**src/rtl/mcp4921_audio.sv**
```systemverilog
`default_nettype none
`timescale 1ns/1ps
// ============================================================================
//  Module      : mcp4921_audio
//  Description : SPI write-frame transmitter for an MCP4921 12-bit DAC.
//                Accepts one sample per valid/ready handshake, shifts out a
//                16-bit frame MSB first on a divided SCLK, then pulses LDAC_n
//                so the DAC output updates at a well-defined instant.
//  Revision    : 1.0  initial release
// ============================================================================
module mcp4921_audio #(
    parameter int unsigned SCLK_DIV = 4,     // CLK50 cycles per SCLK half-period
    parameter bit          GAIN_1X  = 1'b1   // GA_n bit: 1 = 1x, 0 = 2x
) (
    input  logic        CLK50,
    input  logic        reset_n,
    input  logic [11:0] dac_in,
    input  logic        dac_valid,
    output logic        dac_ready,
    output logic        SPI_OUT,
    output logic        SCLK,
    output logic        CS_n,
    output logic        LDAC_n
);

    typedef enum logic [2:0] {
        ST_IDLE  = 3'd0,
        ST_SETUP = 3'd1,
        ST_SHIFT = 3'd2,
        ST_GAP   = 3'd3,
        ST_LATCH = 3'd4
    } state_t;

    localparam int         CW         = 8;
    localparam logic [CW-1:0] C_DIV_LAST = CW'(SCLK_DIV - 1);

    state_t          state_q,  state_d;
    logic [CW-1:0]   cnt_q,    cnt_d;
    logic [3:0]      bit_q,    bit_d;     // falling edges already issued
    logic [14:0]     shreg_q,  shreg_d;   // bits still to be presented
    logic            spi_q,    spi_d;
    logic            sclk_q,   sclk_d;
    logic            csn_q,    csn_d;
    logic            ldacn_q,  ldacn_d;
    logic            ready_q,  ready_d;

    logic [15:0]     w_frame;
    logic            w_tick;

    // Command nibble: DAC A, unbuffered, selected gain, output active
    assign w_frame = {1'b0, 1'b0, GAIN_1X, 1'b1, dac_in};
    assign w_tick  = (cnt_q == C_DIV_LAST);

    // State and datapath registers; every output comes straight from a flop
    always_ff @(posedge CLK50 or negedge reset_n) begin
        if (!reset_n) begin
            state_q <= ST_IDLE;
            cnt_q   <= '0;
            bit_q   <= '0;
            shreg_q <= '0;
            spi_q   <= 1'b0;
            sclk_q  <= 1'b0;
            csn_q   <= 1'b1;
            ldacn_q <= 1'b1;
            ready_q <= 1'b1;
        end else begin
            state_q <= state_d;
            cnt_q   <= cnt_d;
            bit_q   <= bit_d;
            shreg_q <= shreg_d;
            spi_q   <= spi_d;
            sclk_q  <= sclk_d;
            csn_q   <= csn_d;
            ldacn_q <= ldacn_d;
            ready_q <= ready_d;
        end
    end

    // Next-state logic: the divider restarts on each state entry and SCLK toggle
    always_comb begin
        state_d = state_q;
        cnt_d   = cnt_q + 8'd1;
        bit_d   = bit_q;
        shreg_d = shreg_q;
        spi_d   = spi_q;
        sclk_d  = sclk_q;
        csn_d   = csn_q;
        ldacn_d = ldacn_q;
        ready_d = ready_q;

        case (state_q)
            ST_IDLE: begin
                cnt_d = '0;
                if (dac_valid && ready_q) begin
                    state_d = ST_SETUP;
                    shreg_d = w_frame[14:0];
                    spi_d   = w_frame[15];
                    csn_d   = 1'b0;
                    ready_d = 1'b0;
                end
            end
            ST_SETUP: begin
                if (w_tick) begin
                    state_d = ST_SHIFT;
                    cnt_d   = '0;
                    sclk_d  = 1'b1;
                    bit_d   = '0;
                end
            end
            ST_SHIFT: begin
                if (w_tick) begin
                    cnt_d = '0;
                    if (sclk_q) begin
                        sclk_d = 1'b0;
                        if (bit_q == 4'd15) begin
                            state_d = ST_GAP;
                            csn_d   = 1'b1;
                            spi_d   = 1'b0;
                        end else begin
                            spi_d   = shreg_q[14];
                            shreg_d = {shreg_q[13:0], 1'b0};
                            bit_d   = bit_q + 4'd1;
                        end
                    end else begin
                        sclk_d = 1'b1;
                    end
                end
            end
            ST_GAP: begin
                if (w_tick) begin
                    state_d = ST_LATCH;
                    cnt_d   = '0;
                    ldacn_d = 1'b0;
                end
            end
            ST_LATCH: begin
                if (w_tick) begin
                    state_d = ST_IDLE;
                    cnt_d   = '0;
                    ldacn_d = 1'b1;
                    ready_d = 1'b1;
                end
            end
            default: begin
                state_d = ST_IDLE;
                cnt_d   = '0;
            end
        endcase
    end

    assign dac_ready = ready_q;
    assign SPI_OUT   = spi_q;
    assign SCLK      = sclk_q;
    assign CS_n      = csn_q;
    assign LDAC_n    = ldacn_q;

endmodule
`default_nettype wire

```
**config.mk**
```make
export PLATFORM = sky130hd
export DESIGN_NAME = mcp4921_audio
export DESIGN_NICKNAME = d
export VERILOG_FILES = /design/src/rtl/mcp4921_audio.sv
export SDC_FILE = /design/constraint.sdc
export NUM_CORES = 1
export LEC_CHECK = 0
export CORE_MARGIN = 1
export CORE_UTILIZATION = 60
export DETAILED_ROUTE_END_ITERATION = 12
export PLACE_DENSITY = 0.95
export SETUP_SLACK_MARGIN = 0.2
export SLEW_MARGIN = 10
export SYNTH_ARGS = -nofsm -noshare
export SYNTH_HDL_FRONTEND = slang
export SYNTH_SLANG_ARGS = --single-unit
```
**constraint.sdc**
```tcl
create_clock -name CLK50 -period 4 [get_ports CLK50]
set_clock_uncertainty 0.15 [all_clocks]
set_input_delay 1.2 -clock CLK50 [delete_from_list [all_inputs] [get_ports CLK50]]
set_output_delay 1.2 -clock CLK50 [all_outputs]
set_load 0.03 [all_outputs]
```
==> results of run 1 <==
-- flip-flops by register name, summed over array words and instances (netlist names) --
signal	flops
shreg_q	15
cnt_q	8
bit_q	4
state_q	3
CS_n	1
LDAC_n	1
SCLK	1
SPI_OUT	1
dac_ready	1
-- metal layers --
| metal | vias up | part of all wire (%) | routed length, um | GRT usage [%] |
|---|---|---|---|---|
| met5 | - | 0 | 0 | 0 |
| met4 | 0 | 0.72 | 25 | 5.23 |
| met3 | 4 | 4.5 | 156 | 6.12 |
| met2 | 31 | 52 | 1780 | 40.5 |
| met1 | 640 | 43 | 1490 | 30.3 |
| li1 | 612 | - | - | - |
-- through the flow --
stage,instances,setup slack (ns)
6_report,212,1.05
5_1_grt,212,1.02
4_1_cts,212,1.05
3_5_place_dp,204,0.848
3_3_place_gp,204,0.913
2_1_floorplan,159,1.45
-- cell usage after synthesis (all sizes together), types with 2 or more instances --
| master | number | area (um^2) |
|---|---|---|
| a21oi | 8 | 40.0 |
| a31oi | 2 | 12.5 |
| a32o | 2 | 20.0 |
| and2 | 3 | 18.8 |
| and3 | 3 | 18.8 |
| buf | 6 | 47.5 |
| dfrtp | 32 | 801 |
| dfstp | 3 | 78.8 |
| ha | 2 | 25.0 |
| inv | 7 | 26.3 |
| mux2 | 22 | 270 |
| mux2i | 3 | 30.0 |
| nand2 | 8 | 32.5 |
| nand3 | 7 | 35.0 |
| nor2 | 16 | 60.1 |
| nor2b | 2 | 12.5 |
| nor3b | 3 | 33.8 |
| o21ai | 3 | 15.0 |
| o2bb2ai | 2 | 36.3 |
| o41ai | 2 | 17.5 |
| xnor2 | 2 | 17.5 |
| xor2 | 6 | 52.6 |
-- worst min-delay path by stage --
stage / from / to / slack [ns] / cells past startpoint
after floorplan: shreg_q[0] / shreg_q[0] / 0.29 / 1
after global placement: shreg_q[0] / shreg_q[0] / 0.31 / 1
after detailed placement: shreg_q[0] / shreg_q[0] / 0.32 / 1
after CTS: shreg_q[0] / shreg_q[0] / 0.34 / 1
after global routing: CS_n / CS_n / 0.37 / 2
final: shreg_q[0] / shreg_q[0] / 0.35 / 1
-- cell families (layout without fill, tap and decap cells) --
| group | Yosys count | count (layout) | synth area share (%) |
|---|---|---|---|
| multiplexers | 25 | 25 | 16.4 |
| adder cells (fa/ha/maj) | 2 | 2 | 1.36 |
| buffers and inverters | 13 | 35 | 4.03 |
| flip-flops | 35 | 35 | 48.0 |
| AO/OA/AOI/OAI | 26 | 26 | 10.8 |
| XOR/XNOR | 8 | 8 | 3.82 |
| AND/OR/NAND/NOR | 50 | 50 | 15.6 |
-- where the power goes --
group | internal (mW) | switching (mW) | leakage [nW] | total, mW
logic | 0.0128 | 0.00843 | 0.476 | 0.0212
clock network | 0.103 | 0.114 | 0.0386 | 0.217
registers | 0.354 | 0 | 0.459 | 0.354
-- final cells by class --
| class | instances | area share (%) |
|---|---|---|
| sequential | 35 | 42.1 |
| multi-input combinational | 111 | 42.1 |
| timing repair buffer | 20 | 9.46 |
| clock buffer | 8 | 3.29 |
| tap | 31 | 1.86 |
| inverter | 7 | 1.26 |
==> out/summary.md, run 1 <==
Standard cell with the maximum stage delay on the critical path: sky130_fd_sc_hd__clkdlybuf4s50_1. The multi-input combinational cells in the finished layout cover a total of 880 um^2. On the final layout, the worst hold slack is 0.348 ns. Once the clock tree was built, the resizer swapped 0 gates to a different size. The number of buffer cells added on primary ports is 19, and the total standard cell area after synthesis is 1830 um^2. The total via count in the routed design is 1287, and the number of filler cells placed in the layout is 172.

For the worst flop-to-flop path, the logic depth is 4. The tree built by TritonCTS fans out to 35 sinks. The logs give 2.65 ns for the data required time of the critical path and 0.894 for the global placer's final weighted congestion. For this run the aggregate overflow at the end of global routing stands at 0. The library cell used most frequently in the layout, excluding fill and tap cells, is sky130_fd_sc_hd__dfrtp_1.

In this run the clock root is driven by a sky130_fd_sc_hd__clkbuf_4. In this run the horizontal extent of the chip is 57.3 um. The initial antenna violation count is 0, and the die height is 57.3 um. Shortest clock period the worst path allows after layout: 2.95 ns. TritonCTS built the clock tree. The initialized floorplan defines 19 standard-cell rows. The tools report the maximum frequency from static timing analysis as 339 MHz. The tools report the via count of the first global-routing pass as 1276.

Counting every net in the synthesized netlist gives 176. The routed design has 3.45 mm of wire. Data on the critical path arrives at its endpoint at 1.60 ns. The logs give 159 for the post-synthesis instance total and 64.8% for the initial core utilization. The final count of hold timing violations came out at 0. The repair_antennas step left the layout with diodes totalling 0.

The tools report the final number of setup-violating endpoints as 0. Walking the worst path, the cells encountered are clkdlybuf4s50_1. The delay contributed by the slowest stage of the critical path works out to 0.68 ns. In the final timing run, aggregate negative setup slack is 0 ns. The tools report the net count reported at finish as 197. The analysis attributes to cell leakage a power of 0.973 nW. The setup fix buffers added after clock tree synthesis was 0. The setup slack of the worst register-to-register path is 1.62 ns, and the cell area power density is 283 nW/um^2. Using the TritonRoute via totals, the vias-per-cell ratio works out to 6.07.

Across the run, the number of max-cap violations was 0. The DRC marker count from the first detailed-route iteration was 52; the first-pass detailed-route iteration total was 4. In this run the critical register-to-register path is captured at shreg_q[9]. On the critical path the largest part of the delay comes from buffers and inverters.

The worst setup path is captured at a primary output. Buffers inserted to repair hold after CTS numbered 0. The count of final max-slew check failures came out at 0. The remaining antenna violation count came out at 0.

IR analysis of the VDD net gives a maximum drop of 0.275 mV. The total number of cells along the worst setup path is 1. The fraction of final layout cells sized beyond drive strength 1 was 21.5%. In the layout the commonest cells are sky130_fd_sc_hd__dfrtp_1 (32), sky130_fd_sc_hd__clkdlybuf4s50_1 (19), sky130_fd_sc_hd__nor2_1 (16), sky130_fd_sc_hd__mux2_2 (16), sky130_fd_sc_hd__a21oi_1 (8). Most frequently used flop master after synthesis: sky130_fd_sc_hd__dfrtp_1. At the end of the flow the core is filled with cells to 73.9%. In this run the tightest slew margin relative to its limit is 46.9%. The area added between synthesis and finish came out at 14.1%. In this run the critical register-to-register path is launched from state_q[2]. Clock-pin slew was measured on the worst setup and hold paths at 0.10 ns. Setup repair after global routing left no endpoint under its margin.

Counting the buffers created by CTS gives 5. At the later pin of the worst-skew pair, clock insertion delay measures 0.33 ns. After detailed placement, the total cell area comes to 2020 um^2.

In this run the mean area of a mapped cell was 11.5 um^2. The synthesized design contains 0 enable-type register cells. The first global-routing pass estimated 5.87 mm of wire. Entering global routing, the biggest net connects 36 pins. In the final routed layout, each cell accounts on average for 16.3 um. In this run the worst path has a maximum fanout of 5. In the routed design, unresolved DRC markers number 0.

The HPWL after detailed placement is 2.50 mm. For this run, the number of Yosys warnings is 0. STA classifies the critical path startpoint as a flop. Tracing the worst setup path back leads to its startpoint at dac_ready. The number of buffers between clock root and the deepest sink is 2, and the share of the clock period used by the worst path is 73.7%. The worst hold path belongs to the class flop to flop. The post-route standard cell area excluding fillers is 2090 um^2. Overall power consumption after layout is estimated at 0.592 mW.

The buffering stage count on the worst path with inverters included is 1, and the share of flip-flops with an asynchronous set or reset after synthesis is 100%. The run finished with clean final reports. The critical path in this run is classified as flop to primary output. The endpoint of the worst setup timing path was dac_ready. The total track usage was 23.6%; the count of H-tree levels built during CTS was 2. The floorplan step defined a core boundary enclosing 2830 um^2. During I/O placement, the number of pins put on the boundary was 20.

The sequential cells in the finished layout cover a total of 880 um^2. The synthesized design contains 35 register bits. In this run, distinct cell masters in the synthesized netlist total 43.

The tools report the sequential element share of the synthesized area as 48.0%. The overall die area was 3280 um^2. For the pin with the worst max-slew slack, the measured transition is 0.796 ns.
Note: power is estimated with default switching activity, not from simulation.
==> run 2, diff against run 1 <==
CORE_UTILIZATION = 55   (was 60)
PLACE_DENSITY = 0.89   (was 0.95)
clock period = 2.9 ns   (was 4 ns; I/O delays follow)
==> run 2 against run 1 <==
  * Final cell count is 7.1% higher
  * Power up 30%
  * Sequential power rose by 38%
  * Hold slack got worse by 0.013 ns
  * Global-route usage down 2.7 points
  * Setup slack got worse by 0.75 ns
  * Non-clock buffer count grew 2
  * Sequential share of layout area shrank 0.25 points
  * Final area is 0.60% higher
==> out/summary.md, run 2 (synthesis gave the netlist of run 1 again) <==
The run finished with clean final reports. The leakage power total was 0.972 nW (-0.10%); the overall die area was 3570 um^2 (+8.8%). The tools report the net count reported at finish as 199 (+1.0%). For the via count of the first global-routing pass, the log shows 1246 (-2.4%).

The DRC marker count from the first detailed-route iteration was 34 (-35%); the aggregate global routing overflow was 0 (unchanged). The total via count in the routed design came out at 1228 (-4.6%). The maximum resistive drop on vdd was 0.305 mV (+11%); the buffering stage count on the worst path with inverters included was 1 (unchanged). The post-layout utilization of the core was 67.8% (-6.1 points); the global-route wire length before repair was 5.36 mm (-8.7%).

Classification of the worst setup path: flop to primary output. Compared with the post-synthesis result, the final layout area differs by 14.7%. The fraction of final layout cells sized beyond drive strength 1 came out at 21.9% (+0.31 points).

The tools report the number of antenna repair diodes as 0 (unchanged). Leaving out fill and tap cells, the most frequent cells in the layout are sky130_fd_sc_hd__dfrtp_1 (32), sky130_fd_sc_hd__clkdlybuf4s50_1 (19), sky130_fd_sc_hd__nor2_1 (16), sky130_fd_sc_hd__mux2_2 (16), sky130_fd_sc_hd__a21oi_1 (8). The worst slew margin relative to its limit is 64.4% (+18 points). The number of buffer cells added on primary ports is 19 (unchanged). The tools report the top-level port count as 20 (unchanged). Counting I/O delays and the setup requirement, the final critical path takes 2.60 ns. The global placer's final weighted congestion is 0.865 (-3.3%), and the delay contributed by the slowest stage of the critical path is 0.67 ns (about the same). The die height came out at 59.7 um (+4.3%). The run gives 2 (unchanged) as the count of H-tree levels built during CTS. The logs give 0 (unchanged) for the post-cts gate resize count and 0 (unchanged) for the final count of hold timing violations. The signal on the critical path passes through clkdlybuf4s50_1. Setup repair after global routing left no endpoint under its margin.

In this run the worst hold path is classified as flop to flop. The tools report the CTS buffer count as 5 (unchanged). Leaving out fill and tap cells, the most frequent cell in the layout is sky130_fd_sc_hd__dfrtp_1. The cell area power density works out to 367 nW/um^2 (+30%).

The max-cap check violation count came out at 0 (unchanged). The number of core rows is 20 (+1). The routed via count divided by cell count is 5.41 (-11%), and the number of remaining DRC errors is 0 (unchanged). The logs give 3100 um^2 (+9.7%) for the core area and 248 (+44%) for the number of filler cells placed in the layout. The first-pass detailed-route iteration total is 4 (unchanged).

Final number of setup-violating endpoints: 0 (unchanged). In the finished design, the share of the clock period the worst path needs comes to 89.6%. The count of final max-slew check failures is 0 (unchanged). The largest registers in the layout are shreg_q x15, cnt_q x8, bit_q x4.

More flip-flops sit in one register than any other, and that register is shreg_q. The clock slew at the register clock pins of the worst setup and hold paths is 0.11 ns (about the same). The largest fanout on the critical path is 5 (unchanged), and the worst-skew pair later-pin latency is 0.34 ns (about the same).

The maximum number of pins on one net before global-route repair is 36 (unchanged), and the data required time of the critical path is 1.88 ns (-0.77 ns). The tools report the HPWL after detailed placement as 2.33 mm (-6.6%). STA classifies the critical path startpoint as a flop. For the final wirelength, the log shows 3.22 mm (-6.8%). The tools report the number of sinks handled by clock tree synthesis as 35 (unchanged). The number of buffers between clock root and the deepest sink was 2 (unchanged); the maximum frequency from static timing analysis was 385 MHz.

The arrival time at the worst endpoint is 1.58 ns (-0.02 ns). The number of flip-flops under the largest register name is 15 (unchanged), and the count of hold buffers inserted by post-cts repair is 0 (unchanged). The worst setup path is captured at a primary output. The remaining antenna violation count is 0 (unchanged).

The initial antenna violation count is 0 (unchanged), and the initial core utilization is 59.1% (-5.7 points). The cell sitting at the root of the clock tree is a sky130_fd_sc_hd__clkbuf_4. The total negative slack for setup checks is 0 ns (unchanged), and the mean routed wirelength per cell is 14.2 um (-13%).

The standard cell with the maximum stage delay on the critical path is sky130_fd_sc_hd__clkdlybuf4s50_1. The width of the chip came out at 59.7 um (+4.3%). TritonCTS built the clock tree. The measured slew at the worst slew-check pin is 0.533 ns (-0.263 ns). Largest delay contributor family on the critical path: buffers and inverters. Setup fix buffers added after clock tree synthesis: 0 (unchanged). The total track usage was 21.0% (-2.7 points).
-- run 2: path summary, 6_finish.rpt --
check | from | endpoint | slack, ns | depth (start not counted)
max reg2reg | cnt_q[0] | shreg_q[2] | 0.64 | 5
min | shreg_q[0] | shreg_q[0] | 0.33 | 1
max in group asynchronous | reset_n | dac_ready | 1.49 | 2
min in group asynchronous | reset_n | bit_q[1] | 0.78 | 2
max | dac_ready | dac_ready | 0.30 | 1
min reg2reg | shreg_q[0] | shreg_q[0] | 0.33 | 1
-- run 2: area by class of cell --
type,count,area (um^2),area share [%]
multi-input cells,111,880,41.8
well taps,44,55.1,2.62
clock buffers,7,45.0,2.14
flip-flops and latches,35,880,41.8
repair buffers,22,213,10.1
inverters,7,26.3,1.25
clock inverters,1,5.00,0.238
-- run 2: metrics by stage --
step / cells / total power [mW] / setup slack, ns / area, um^2 / hold slack [ns]
6_report: 227 / 0.772 / 0.301 / 2100 / 0.334
5_1_grt: 227 / 0.803 / 0.241 / 2100 / 0.370
4_1_cts: 227 / 0.778 / 0.285 / 2100 / 0.339
3_5_place_dp: 219 / 0.528 / 0.192 / 2050 / 0.314
3_3_place_gp: 219 / 0.527 / 0.213 / 2050 / 0.304
2_1_floorplan: 159 / 0.498 / 0.684 / 1830 / 0.294
-- run 2: metal layers --
metal | part of all wire, % | GRT usage (%)
met1 | 47 | 26.7
met2 | 49 | 32.7
met3 | 3.3 | 6.71
met4 | 1.5 | 9.30
met5 | 0 | 0
-- run 2: report_power, final --
group | switching, mW | total (mW) | internal (mW)
Clock | 0.160 | 0.255 | 0.0945
Combinational | 0.0114 | 0.0290 | 0.0177
Sequential | 0 | 0.488 | 0.488
Total | 0.172 | 0.772 | 0.600
-- run 2: worst register-to-register path, delay by kind of cell (launching register included) --
kind	cells	cell delay [ns]
AOI/OAI and AO/OA	1	0.45
and+or+nand+nor	2	0.44
DFF	1	0.44
muxes	1	0.40
adders and majority gates	1	0.28
